`config.mk`:
```
export PLATFORM = sky130hd
export DESIGN_NAME = l1ca_code_ctrl_flat
export DESIGN_NICKNAME = d
export VERILOG_FILES = /design/src/rtl/l1ca_code_ctrl_pkg.sv /design/src/rtl/l1ca_code_ctrl_if.sv /design/src/rtl/l1ca_code_ctrl_nco.sv /design/src/rtl/l1ca_code_ctrl.sv /design/src/flat_wrapper.sv
export SDC_FILE = /design/constraint.sdc
export NUM_CORES = 1
export LEC_CHECK = 0
export CORE_MARGIN = 3
export CORE_UTILIZATION = 55
export CTS_CLUSTER_DIAMETER = 100
export DETAILED_ROUTE_END_ITERATION = 16
export PLACE_DENSITY_LB_ADDON = 0.25
export SYNTH_ARGS = -nofsm -noshare
export SYNTH_HDL_FRONTEND = slang
export SYNTH_SLANG_ARGS = --single-unit
export TNS_END_PERCENT = 5
```
`constraint.sdc`:
```
create_clock -name clk -period 4.6 [get_ports clk]
set_input_delay 0.69 -clock clk [delete_from_list [all_inputs] [get_ports clk]]
set_output_delay 0.69 -clock clk [all_outputs]
set_load 0.005 [all_outputs]
```
`src/rtl/l1ca_code_ctrl_pkg.sv`:
```
// Shared types for the C/A code sequencer: command opcodes, sequencer
// states, slew word type and chip index type, plus the slew clamp helper.
package l1ca_code_ctrl_pkg;

  localparam int CA_CODE_LEN = 1023;

  typedef logic signed [10:0] slew_t;
  typedef logic [9:0]         chip_t;

  typedef enum logic [1:0] {
    NOP     = 2'd0,
    SET_SV  = 2'd1,
    SLEW    = 2'd2,
    RESTART = 2'd3
  } code_cmd_op_t;

  typedef enum logic [1:0] {
    RUN = 2'd0,
    ADV = 2'd1,
    RET = 2'd2,
    CLR = 2'd3
  } ctrl_state_t;

  // Magnitude of a signed slew, clamped to one code period so that -1024
  // (the only value whose magnitude does not fit) behaves as -1023.
  function automatic logic [9:0] slew_mag(input slew_t s);
    logic [10:0] mag;
    mag = s[10] ? 11'(-s) : 11'(s);
    if (mag > 11'(CA_CODE_LEN)) begin
      return 10'(CA_CODE_LEN);
    end
    return mag[9:0];
  endfunction

endpackage

```
`src/rtl/l1ca_code_ctrl_if.sv`:
```
// Command handshake between channel software and the code sequencer.
// The master presents an opcode with its arguments and holds it until
// cmd_ready is seen high on the same cycle as cmd_valid.
interface l1ca_code_ctrl_if;
  import l1ca_code_ctrl_pkg::*;

  logic         cmd_valid;
  logic         cmd_ready;
  code_cmd_op_t cmd_op;
  logic [4:0]   cmd_sv;
  slew_t        cmd_slew;

  modport master (output cmd_valid, output cmd_op, output cmd_sv,
                  output cmd_slew, input cmd_ready);
  modport slave  (input cmd_valid, input cmd_op, input cmd_sv,
                  input cmd_slew, output cmd_ready);
endinterface

```
`src/rtl/l1ca_code_ctrl_nco.sv`:
```
// Phase accumulator NCO. The tick is the carry-out of this cycle's add and
// is only produced while run is high; a synchronous clear zeroes the phase.
// Kept generic so the carrier NCO can reuse it.
module code_nco #(
  parameter int W = 32
) (
  input  logic         clk,
  input  logic         nrst,
  input  logic         run,
  input  logic         clear,
  input  logic [W-1:0] fcw,
  output logic [W-1:0] acc,
  output logic         tick
);

  logic [W:0] sum;

  assign sum  = {1'b0, acc} + {1'b0, fcw};
  assign tick = run & sum[W];

  // Phase update: clear wins, otherwise advance only while running.
  always_ff @(posedge clk or negedge nrst) begin
    if (!nrst) begin
      acc <= '0;
    end else if (clear) begin
      acc <= '0;
    end else if (run) begin
      acc <= sum[W-1:0];
    end
  end

endmodule

```
`src/rtl/l1ca_code_ctrl.sv`:
```
// Code sequencer for one C/A generator in a tracking channel: owns the
// code NCO, executes SET_SV / RESTART / SLEW commands and counts epochs.
// Optional feature macro: L1CA_CODE_CTRL_PHASE_OUT_EN adds the registered
// code_phase output (integer chip plus fractional NCO phase).
module l1ca_code_ctrl
  import l1ca_code_ctrl_pkg::*;
#(
  parameter int NCO_W   = 32,
  parameter int FRAC_W  = 8,
  parameter int EPOCH_W = 16
) (
  input  logic                clk,
  input  logic                nrst,
  input  logic                run,
  input  logic [NCO_W-1:0]    cfg_fcw,
  l1ca_code_ctrl_if.slave     cmd,
  output logic                gen_en,
  output logic                gen_clear,
  output logic [4:0]          gen_sv,
  input  logic                gen_epoch,
  input  chip_t               gen_chip,
  output logic                busy,
  output logic [EPOCH_W-1:0]  epoch_cnt
`ifdef L1CA_CODE_CTRL_PHASE_OUT_EN
  ,
  output logic [10+FRAC_W-1:0] code_phase
`endif
);

  ctrl_state_t      state;
  logic [9:0]       remaining;
  logic             epoch_q;
  logic [NCO_W-1:0] acc;
  logic             tick;
  logic             accept;
  logic             do_clear;

  assign cmd.cmd_ready = (state == RUN);
  assign accept        = cmd.cmd_valid & (state == RUN);
  assign do_clear      = accept & ((cmd.cmd_op == SET_SV) | (cmd.cmd_op == RESTART));

  code_nco #(.W(NCO_W)) u_nco (
    .clk   (clk),
    .nrst  (nrst),
    .run   (run),
    .clear (do_clear),
    .fcw   (cfg_fcw),
    .acc   (acc),
    .tick  (tick)
  );

  // Sequencer: normal chipping, advance bursts, retard suppression, clear.
  always_ff @(posedge clk or negedge nrst) begin
    if (!nrst) begin
      state     <= RUN;
      gen_en    <= 1'b0;
      gen_clear <= 1'b0;
      gen_sv    <= 5'd0;
      busy      <= 1'b0;
      remaining <= 10'd0;
    end else begin
      case (state)
        RUN: begin
          gen_en    <= tick;
          gen_clear <= 1'b0;
          busy      <= 1'b0;
          if (accept) begin
            case (cmd.cmd_op)
              SLEW: begin
                if (cmd.cmd_slew != '0) begin
                  remaining <= slew_mag(cmd.cmd_slew);
                  state     <= cmd.cmd_slew[10] ? RET : ADV;
                  busy      <= 1'b1;
                end
              end
              SET_SV: begin
                gen_sv    <= cmd.cmd_sv;
                gen_clear <= 1'b1;
                gen_en    <= 1'b0;
                state     <= CLR;
                busy      <= 1'b1;
              end
              RESTART: begin
                gen_clear <= 1'b1;
                gen_en    <= 1'b0;
                state     <= CLR;
                busy      <= 1'b1;
              end
              default: begin
              end
            endcase
          end
        end
        ADV: begin
          gen_en <= 1'b1;
          if ((remaining == 10'd1) && !tick) begin
            remaining <= 10'd0;
            state     <= RUN;
            busy      <= 1'b0;
          end else begin
            remaining <= remaining - 10'd1 + {9'd0, tick};
          end
        end
        RET: begin
          gen_en <= 1'b0;
          if (tick) begin
            remaining <= remaining - 10'd1;
            if (remaining == 10'd1) begin
              state <= RUN;
              busy  <= 1'b0;
            end
          end
        end
        CLR: begin
          gen_clear <= 1'b0;
          gen_en    <= 1'b0;
          state     <= RUN;
          busy      <= 1'b0;
        end
        default: begin
          state <= RUN;
          busy  <= 1'b0;
        end
      endcase
    end
  end

  // Epoch counter: counts rising edges of the generator epoch flag, cleared
  // by SET_SV/RESTART with priority over a coincident edge.
  always_ff @(posedge clk or negedge nrst) begin
    if (!nrst) begin
      epoch_q   <= 1'b0;
      epoch_cnt <= '0;
    end else begin
      epoch_q <= gen_epoch;
      if (do_clear) begin
        epoch_cnt <= '0;
      end else if (gen_epoch && !epoch_q) begin
        epoch_cnt <= epoch_cnt + 1'b1;
      end
    end
  end

`ifdef L1CA_CODE_CTRL_PHASE_OUT_EN
  // Code phase snapshot: chip index with the top fractional NCO bits.
  always_ff @(posedge clk or negedge nrst) begin
    if (!nrst) begin
      code_phase <= '0;
    end else begin
      code_phase <= {gen_chip, acc[NCO_W-1 -: FRAC_W]};
    end
  end

  logic unused_bits;
  assign unused_bits = ^acc;
`else
  logic unused_bits;
  assign unused_bits = ^{gen_chip, acc[NCO_W-1 -: FRAC_W], acc};
`endif

endmodule

```
`src/flat_wrapper.sv`:
```
// flat-port wrapper written by rule: the top's interface ports become plain ports
module l1ca_code_ctrl_flat import l1ca_code_ctrl_pkg::*;
#(
  parameter int NCO_W   = 32,
  parameter int FRAC_W  = 8,
  parameter int EPOCH_W = 16
)
  (clk, nrst, run, cfg_fcw, gen_en, gen_clear, gen_sv, gen_epoch, gen_chip, busy, epoch_cnt, cmd_cmd_valid, cmd_cmd_op, cmd_cmd_sv, cmd_cmd_slew, cmd_cmd_ready);
  l1ca_code_ctrl_if cmd_i ();
  input  logic clk;
  input  logic nrst;
  input  logic run;
  input  logic [NCO_W-1:0] cfg_fcw;
  output logic gen_en;
  output logic gen_clear;
  output logic [4:0] gen_sv;
  input  logic gen_epoch;
  input  chip_t gen_chip;
  output logic busy;
  output logic [EPOCH_W-1:0] epoch_cnt;
  input wire logic [$bits(cmd_i.cmd_valid)-1:0] cmd_cmd_valid;
  input wire logic [$bits(cmd_i.cmd_op)-1:0] cmd_cmd_op;
  input wire logic [$bits(cmd_i.cmd_sv)-1:0] cmd_cmd_sv;
  input wire logic [$bits(cmd_i.cmd_slew)-1:0] cmd_cmd_slew;
  output wire logic [$bits(cmd_i.cmd_ready)-1:0] cmd_cmd_ready;
  assign cmd_i.cmd_valid = cmd_cmd_valid;
  assign cmd_i.cmd_op = cmd_cmd_op;
  assign cmd_i.cmd_sv = cmd_cmd_sv;
  assign cmd_i.cmd_slew = cmd_cmd_slew;
  assign cmd_cmd_ready = cmd_i.cmd_ready;
  l1ca_code_ctrl #(.NCO_W(NCO_W), .FRAC_W(FRAC_W), .EPOCH_W(EPOCH_W)) u_core (.clk(clk), .nrst(nrst), .run(run), .cfg_fcw(cfg_fcw), .cmd(cmd_i), .gen_en(gen_en), .gen_clear(gen_clear), .gen_sv(gen_sv), .gen_epoch(gen_epoch), .gen_chip(gen_chip), .busy(busy), .epoch_cnt(epoch_cnt));
endmodule
```
==> impl_metrics.json, run 1 <==
{
  "status": "completed",
  "worstSetupEndpointType": "register",
  "area_growth_pct": 21.2,
  "crit_slowest_cell": "clkdlybuf4s50_1",
  "regArea_um2": 1730,
  "cts_setup_buffers": 0,
  "wl_um": 12900,
  "syn-num-nets": 737,
  "grt_use_met3": 0.0599,
  "clock.fmax_mhz": 230,
  "yosysWarnings": 0,
  "synth.most_common_cell": "nor2_1",
  "netlist_area_um2": 5400,
  "grt_pass1_vias": 4838,
  "drc_errors": 0,
  "rsz0062_at_grt": "false",
  "use_met2": 0.408,
  "cp.arrival_ns": 4.59,
  "finalInstanceArea_um2": 6550,
  "synth_common_cells": "79 x nor2_1, 69 x dfrtp_1, 57 x nand2_1, 43 x ha_1",
  "finalCoreUtilization": 0.698,
  "max-clock-path-buffers": 2,
  "hold_violations": 0,
  "postLayoutSetupSlackWorst_ns": 0.253,
  "placed_area_um2": 6360,
  "grt_util_all_layers": 0.239,
  "period_share": 0.945,
  "yosys-top-cells-area": "dfrtp_1 32%, ha_1 10%, nor2_1 5.5%",
  "antenna_cells": 0,
  "drtIter0Drc": 187,
  "die_area_um2": 11000,
  "cp_num_buf_inv": 2,
  "nFillCells": 780,
  "synthFlopType": "dfrtp_1",
  "htree_levels": 3,
  "syn_inst": 628,
  "setup_viol_count_final": 0,
  "tns_ns": 0,
  "grtUsageMet1": 0.300,
  "synth-seq-cells": 69,
  "path_class": "primary input to register",
  "dieHeight_um": 105,
  "max_slew_margin": 0.439,
  "rrSetupSlack_ns": 0.66,
  "synth_top_area_share": 0.320,
  "synth_seq_area_share": 0.320,
  "cp-start-kind": "primary input",
  "dp_hpwl_um": 9720,
  "initial_core_util": 0.576,
  "dieWidth_um": 105,
  "synth_edf_count": 0,
  "clock_skew_ns": 0.0161,
  "cts_buffers": 9,
  "fp.coreArea_um2": 9370,
  "grt_max_degree": 52,
  "grt_first_pass_wirelength_um": 22000,
  "vias": 4888,
  "crit_family": "compound AO/OA/AOI/OAI gates",
  "max_cap_violations": 0,
  "slew_violations": 0,
  "synth-async-reset-ratio": 1.00,
  "reg2reg_depth": 19,
  "worstMarginPinSlew_ns": 0.841,
  "tritoncts": "done",
  "grt_overflow": 0,
  "reg2reg_to": "u_core.remaining[9]",
  "synth_largest_area_cell": "dfrtp_1",
  "ios": 90,
  "drive_gt1_frac": 0.0642,
  "ant_nets": 0,
  "hp-class": "primary input to async pin",
  "dr.pass1.iters": 5,
  "p_per_area_nw_per_um2": 629,
  "ctsResizeCount": 0,
  "cts_num_sinks": 69,
  "rows": 35,
  "finalCriticalPeriod_ns": 4.35,
  "path_clk_slew_ns": 0.08,
  "critPathRequiredTime_ns": 4.84,
  "ys_types": 61,
  "cp_max_fo": 3,
  "cts-root-buf": "clkbuf_8",
  "max_stage_delay_ns": 0.46,
  "clk_latency_ns": 0.35,
  "cp_cell_sequence": "clkdlybuf4s50_1 -> ha_1 -> fa_1 -> a211o_1 -> a211oi_2 -> o311a_1 -> nor2_2 -> a21oi_2 -> a2bb2oi_2 -> inv_1 -> ha_1 -> nand2b_1 -> a21oi_1 -> o2111ai_1 -> nor2_1 -> nand2b_1 -> nor4_1 -> xor2_1 -> a221o_1 -> a22o_1",
  "reg2reg_from": "u_core.u_nco.acc[0]",
  "grt.busiest_layer": "met2",
  "antenna_found_initial": 0,
  "cp.depth": 20,
  "multi_input_area_um2": 3520,
  "place_ws_ns": 0.00208,
  "fin_hold_ws_ns": 0.432,
  "vdd_drop_max_mv": 0.329,
  "holdBufCountCts": 0,
  "avgViaCountPerCell": 5.78,
  "power_leakage_nw": 2.95,
  "io_buffers": 79,
  "gp_congestion": 0.875,
  "fin_nets": 820,
  "syn_avg_cell_area_um2": 8.60,
  "wl_per_cell_um": 15.3
}
-- metrics by stage --
| stage | power, mW | cells |
|---|---|---|
| floorplan | 2.94 | 628 |
| CTS | 4.11 | 845 |
| detailed placement | 3.61 | 829 |
| finish | 4.12 | 845 |
| global route | 4.51 | 845 |
| global placement | 3.50 | 829 |
-- logic make-up after synthesis --
logic type	synth area share
buf+inv	0.0280
mux	0.0646
xor+xnor	0.0973
simple gates	0.207
fa+ha+maj	0.103
compound gates	0.180
flops	0.320
-- layout by cell type, fill, tap and decap left out, types with 7 or more instances in the layout --
master	netlist	layout
o31ai_1	11	11
buf_4	0	13
nand2_1	57	57
clkbuf_8	0	9
nand2b_1	11	11
dfrtp_1	69	69
a21oi_1	36	36
mux2_2	7	7
xnor2_1	30	30
ha_1	43	43
mux2i_1	27	27
inv_1	18	18
nand3_1	16	16
o21ai_0	36	36
nor2_1	79	79
a31oi_1	8	8
nand3b_1	7	7
a21o_1	11	11
nor4_1	9	9
clkdlybuf4s50_1	0	77
and3_1	8	8
xor2_1	30	30
nor3_1	17	17
-- per-layer routing --
metal	vias to the layer above	part of all wire
met4	0	0.013
met2	149	0.49
met1	2297	0.44
li1	2430	-
met3	12	0.059
met5	-	0
-- worst reg2reg max path: cells and delay by family, from the launching register on --
family | cells | cell delay, ns
compound gates | 9 | 1.89
fa+ha+maj | 3 | 0.81
simple gates | 5 | 0.50
flops | 1 | 0.39
xor+xnor | 1 | 0.17
buf+inv | 1 | 0.08
-- power breakdown --
part / switching (mW) / total, mW / internal (mW)
combinational: 1.42 / 2.59 / 1.17
clock: 0.276 / 0.484 / 0.208
sequential: 0.188 / 1.04 / 0.855
-- state kept, by name, summed over array words and instances, names as in the netlist --
signal,count
u_core.state,2
u_core.remaining,10
u_core.gen_en,1
u_core.u_nco.acc,32
u_core.busy,1
u_core.epoch_cnt,16
u_core.gen_sv,5
u_core.epoch_q,1
u_core.gen_clear,1
-- worst max path at each step --
stage | from | endpoint | slack, ns
2_1_floorplan | cfg_fcw[0] | u_core.remaining[9] | 0.52
3_3_place_gp | cfg_fcw[0] | u_core.remaining[9] | 0.13
3_5_place_dp | cfg_fcw[0] | u_core.remaining[9] | 0.002
4_1_cts | cfg_fcw[0] | u_core.remaining[9] | 0.35
5_1_grt | cfg_fcw[0] | u_core.remaining[9] | 0.10
6_report | cfg_fcw[0] | u_core.remaining[9] | 0.25
-- cell type report --
class / count / share of cell area
clock buffers: 9 / 0.0189
flip-flops and latches: 69 / 0.264
repair buffers: 92 / 0.134
inverters: 18 / 0.0103
clock inverters: 7 / 0.00975
multi-input cells: 521 / 0.538
well taps: 129 / 0.0247
(Power assumes the default switching activity.)
==> run 2, diff against run 1 <==
- CORE_MARGIN: 3 -> not set
==> run 2 against run 1 <==
Net effect:
- non-clock buffer count unchanged
- final area barely moved
- worst hold slack worse by 0.083 ns
- core utilization about the same
- critical endpoint unchanged
- die area fell by 7.5%
- combinational power is essentially flat
- cell count did not move
- sequential share of layout area hardly changed
- critical path type unchanged
==> impl_metrics.json, run 2 (same netlist as run 1, synthesis figures left out) <==
{
  "cts_buffers": 9,
  "cp-start-kind": "primary input",
  "reg2reg_to": "u_core.remaining[9]",
  "clk_latency_ns": 0.35,
  "path_clk_slew_ns": 0.08,
  "status": "completed",
  "critPathRequiredTime_ns": 4.84,
  "wl_um": 12700,
  "finalCriticalPeriod_ns": 4.18,
  "fp.coreArea_um2": 9370,
  "ios": 90,
  "cts_setup_buffers": 0,
  "top_regs": "u_core.u_nco.acc (32), u_core.epoch_cnt (16), u_core.remaining (10)",
  "max_slew_margin": 0.567,
  "largest_reg_flops": 32,
  "htree_levels": 3,
  "place_inst": 829,
  "fin_nets": 820,
  "hp-class": "primary input to async pin",
  "tritoncts": "done",
  "drive_gt1_frac": 0.0642,
  "holdBufCountCts": 0,
  "cp_num_buf_inv": 2,
  "vias": 4873,
  "drtIter0Drc": 198,
  "worstMarginPinSlew_ns": 0.647,
  "rsz0062_at_grt": "false",
  "dp_hpwl_um": 9470,
  "p_per_area_nw_per_um2": 628,
  "max-clock-path-buffers": 2,
  "area_growth_pct": 21.1,
  "cts_num_sinks": 69,
  "period_share": 0.910,
  "rrSetupSlack_ns": 0.77,
  "die_area_um2": 10200,
  "cts-root-buf": "clkbuf_8",
  "vdd_drop_max_mv": 0.412,
  "path_class": "primary input to register",
  "dieWidth_um": 101,
  "cp.depth": 20,
  "max_stage_delay_ns": 0.40,
  "slew_violations": 0,
  "wl_per_cell_um": 15.0,
  "fin_cells": 845,
  "crit_slowest_cell": "clkdlybuf4s50_1",
  "cp_max_fo": 3,
  "dieHeight_um": 101,
  "drc_errors": 0,
  "ant_nets": 0,
  "grt_overflow": 0,
  "gp_congestion": 0.907,
  "avgViaCountPerCell": 5.77,
  "rows": 35,
  "antenna_cells": 0,
  "largest_register": "u_core.u_nco.acc",
  "endpoint": "u_core.remaining[9]",
  "hold_violations": 0,
  "grt_max_degree": 52,
  "reg2reg_depth": 19,
  "grt_util_all_layers": 0.263,
  "cp.arrival_ns": 4.43,
  "grt_first_pass_wirelength_um": 21500,
  "cp_cell_sequence": "clkdlybuf4s50_1 -> ha_1 -> fa_1 -> a211o_1 -> a211oi_2 -> o311a_1 -> nor2_2 -> a21oi_2 -> a2bb2oi_2 -> inv_1 -> ha_1 -> nand2b_1 -> a21oi_1 -> o2111ai_1 -> nor2_1 -> nand2b_1 -> nor4_1 -> xor2_1 -> a221o_1 -> a22o_1",
  "mostFrequentLayoutCells": "79 x nor2_1, 77 x clkdlybuf4s50_1, 69 x dfrtp_1",
  "antenna_found_initial": 1,
  "final_common_cell": "nor2_1",
  "setup_viol_count_final": 0,
  "crit_family": "compound AO/OA/AOI/OAI gates",
  "reg2reg_from": "u_core.u_nco.acc[0]",
  "tns_ns": 0,
  "power_leakage_nw": 2.95,
  "clock.fmax_mhz": 239,
  "startpoint": "cfg_fcw[0]",
  "clock_skew_ns": 0.00855,
  "max_cap_violations": 0,
  "grt_pass1_vias": 4824,
  "ctsResizeCount": 0,
  "dr.pass1.iters": 5,
  "worstSetupEndpointType": "register",
  "initial_core_util": 0.576,
  "io_buffers": 79
}
run 2: cell count changes in the layout (fill, tap and decap cells not counted), sizes merged:
cell / previous run / this run
clkinvlp: 2 / 1
inv: 22 / 23
run 2: where the power goes:
group          switching (mW)  internal, mW
combinational            1.41          1.17
clock                   0.273         0.208
sequential              0.187         0.855
total                    1.87          2.24
run 2: cell type report:
cell class,instances,area [um^2]
Fill cell,764,2830
Multi-Input combinational cell,521,3520
Clock buffer,9,124
Tap cell,129,161
Timing Repair Buffer,92,878
Sequential cell,69,1730
Clock inverter,7,62.6
Inverter,18,67.6
run 2: how the worst min path moves through the flow:
stage / from / endpoint / slack [ns] / depth (start not counted)
2_1_floorplan: nrst / u_core.busy / 0.39 / 0
3_3_place_gp: u_core.gen_clear / u_core.gen_clear / 0.47 / 2
3_5_place_dp: u_core.gen_clear / u_core.gen_clear / 0.49 / 2
4_1_cts: nrst / u_core.u_nco.acc[22] / 0.35 / 1
5_1_grt: nrst / u_core.epoch_q / 0.38 / 1
6_report: nrst / u_core.u_nco.acc[22] / 0.35 / 1
run 2: routing by layer:
metal	GRT usage	share of wire	up-vias
met5	0	0	-
met4	0.0914	0.018	0
met3	0.0583	0.060	24
met2	0.451	0.48	145
met1	0.326	0.44	2285
li1	-	-	2419
run 2: per-stage QoR:
step / utilization / instance area, um^2 / worst slack, ns / hold WS, ns / total power, mW
3_3_place_gp: 0.678 / 6360 / 0.123 / 0.475 / 3.49
5_1_grt: 0.698 / 6540 / 0.209 / 0.383 / 4.49
4_1_cts: 0.698 / 6540 / 0.458 / 0.354 / 4.10
2_1_floorplan: - / 5400 / 0.516 / 0.394 / 2.94
3_5_place_dp: 0.678 / 6360 / 0.0875 / 0.485 / 3.61
6_report: 0.698 / 6540 / 0.416 / 0.349 / 4.11
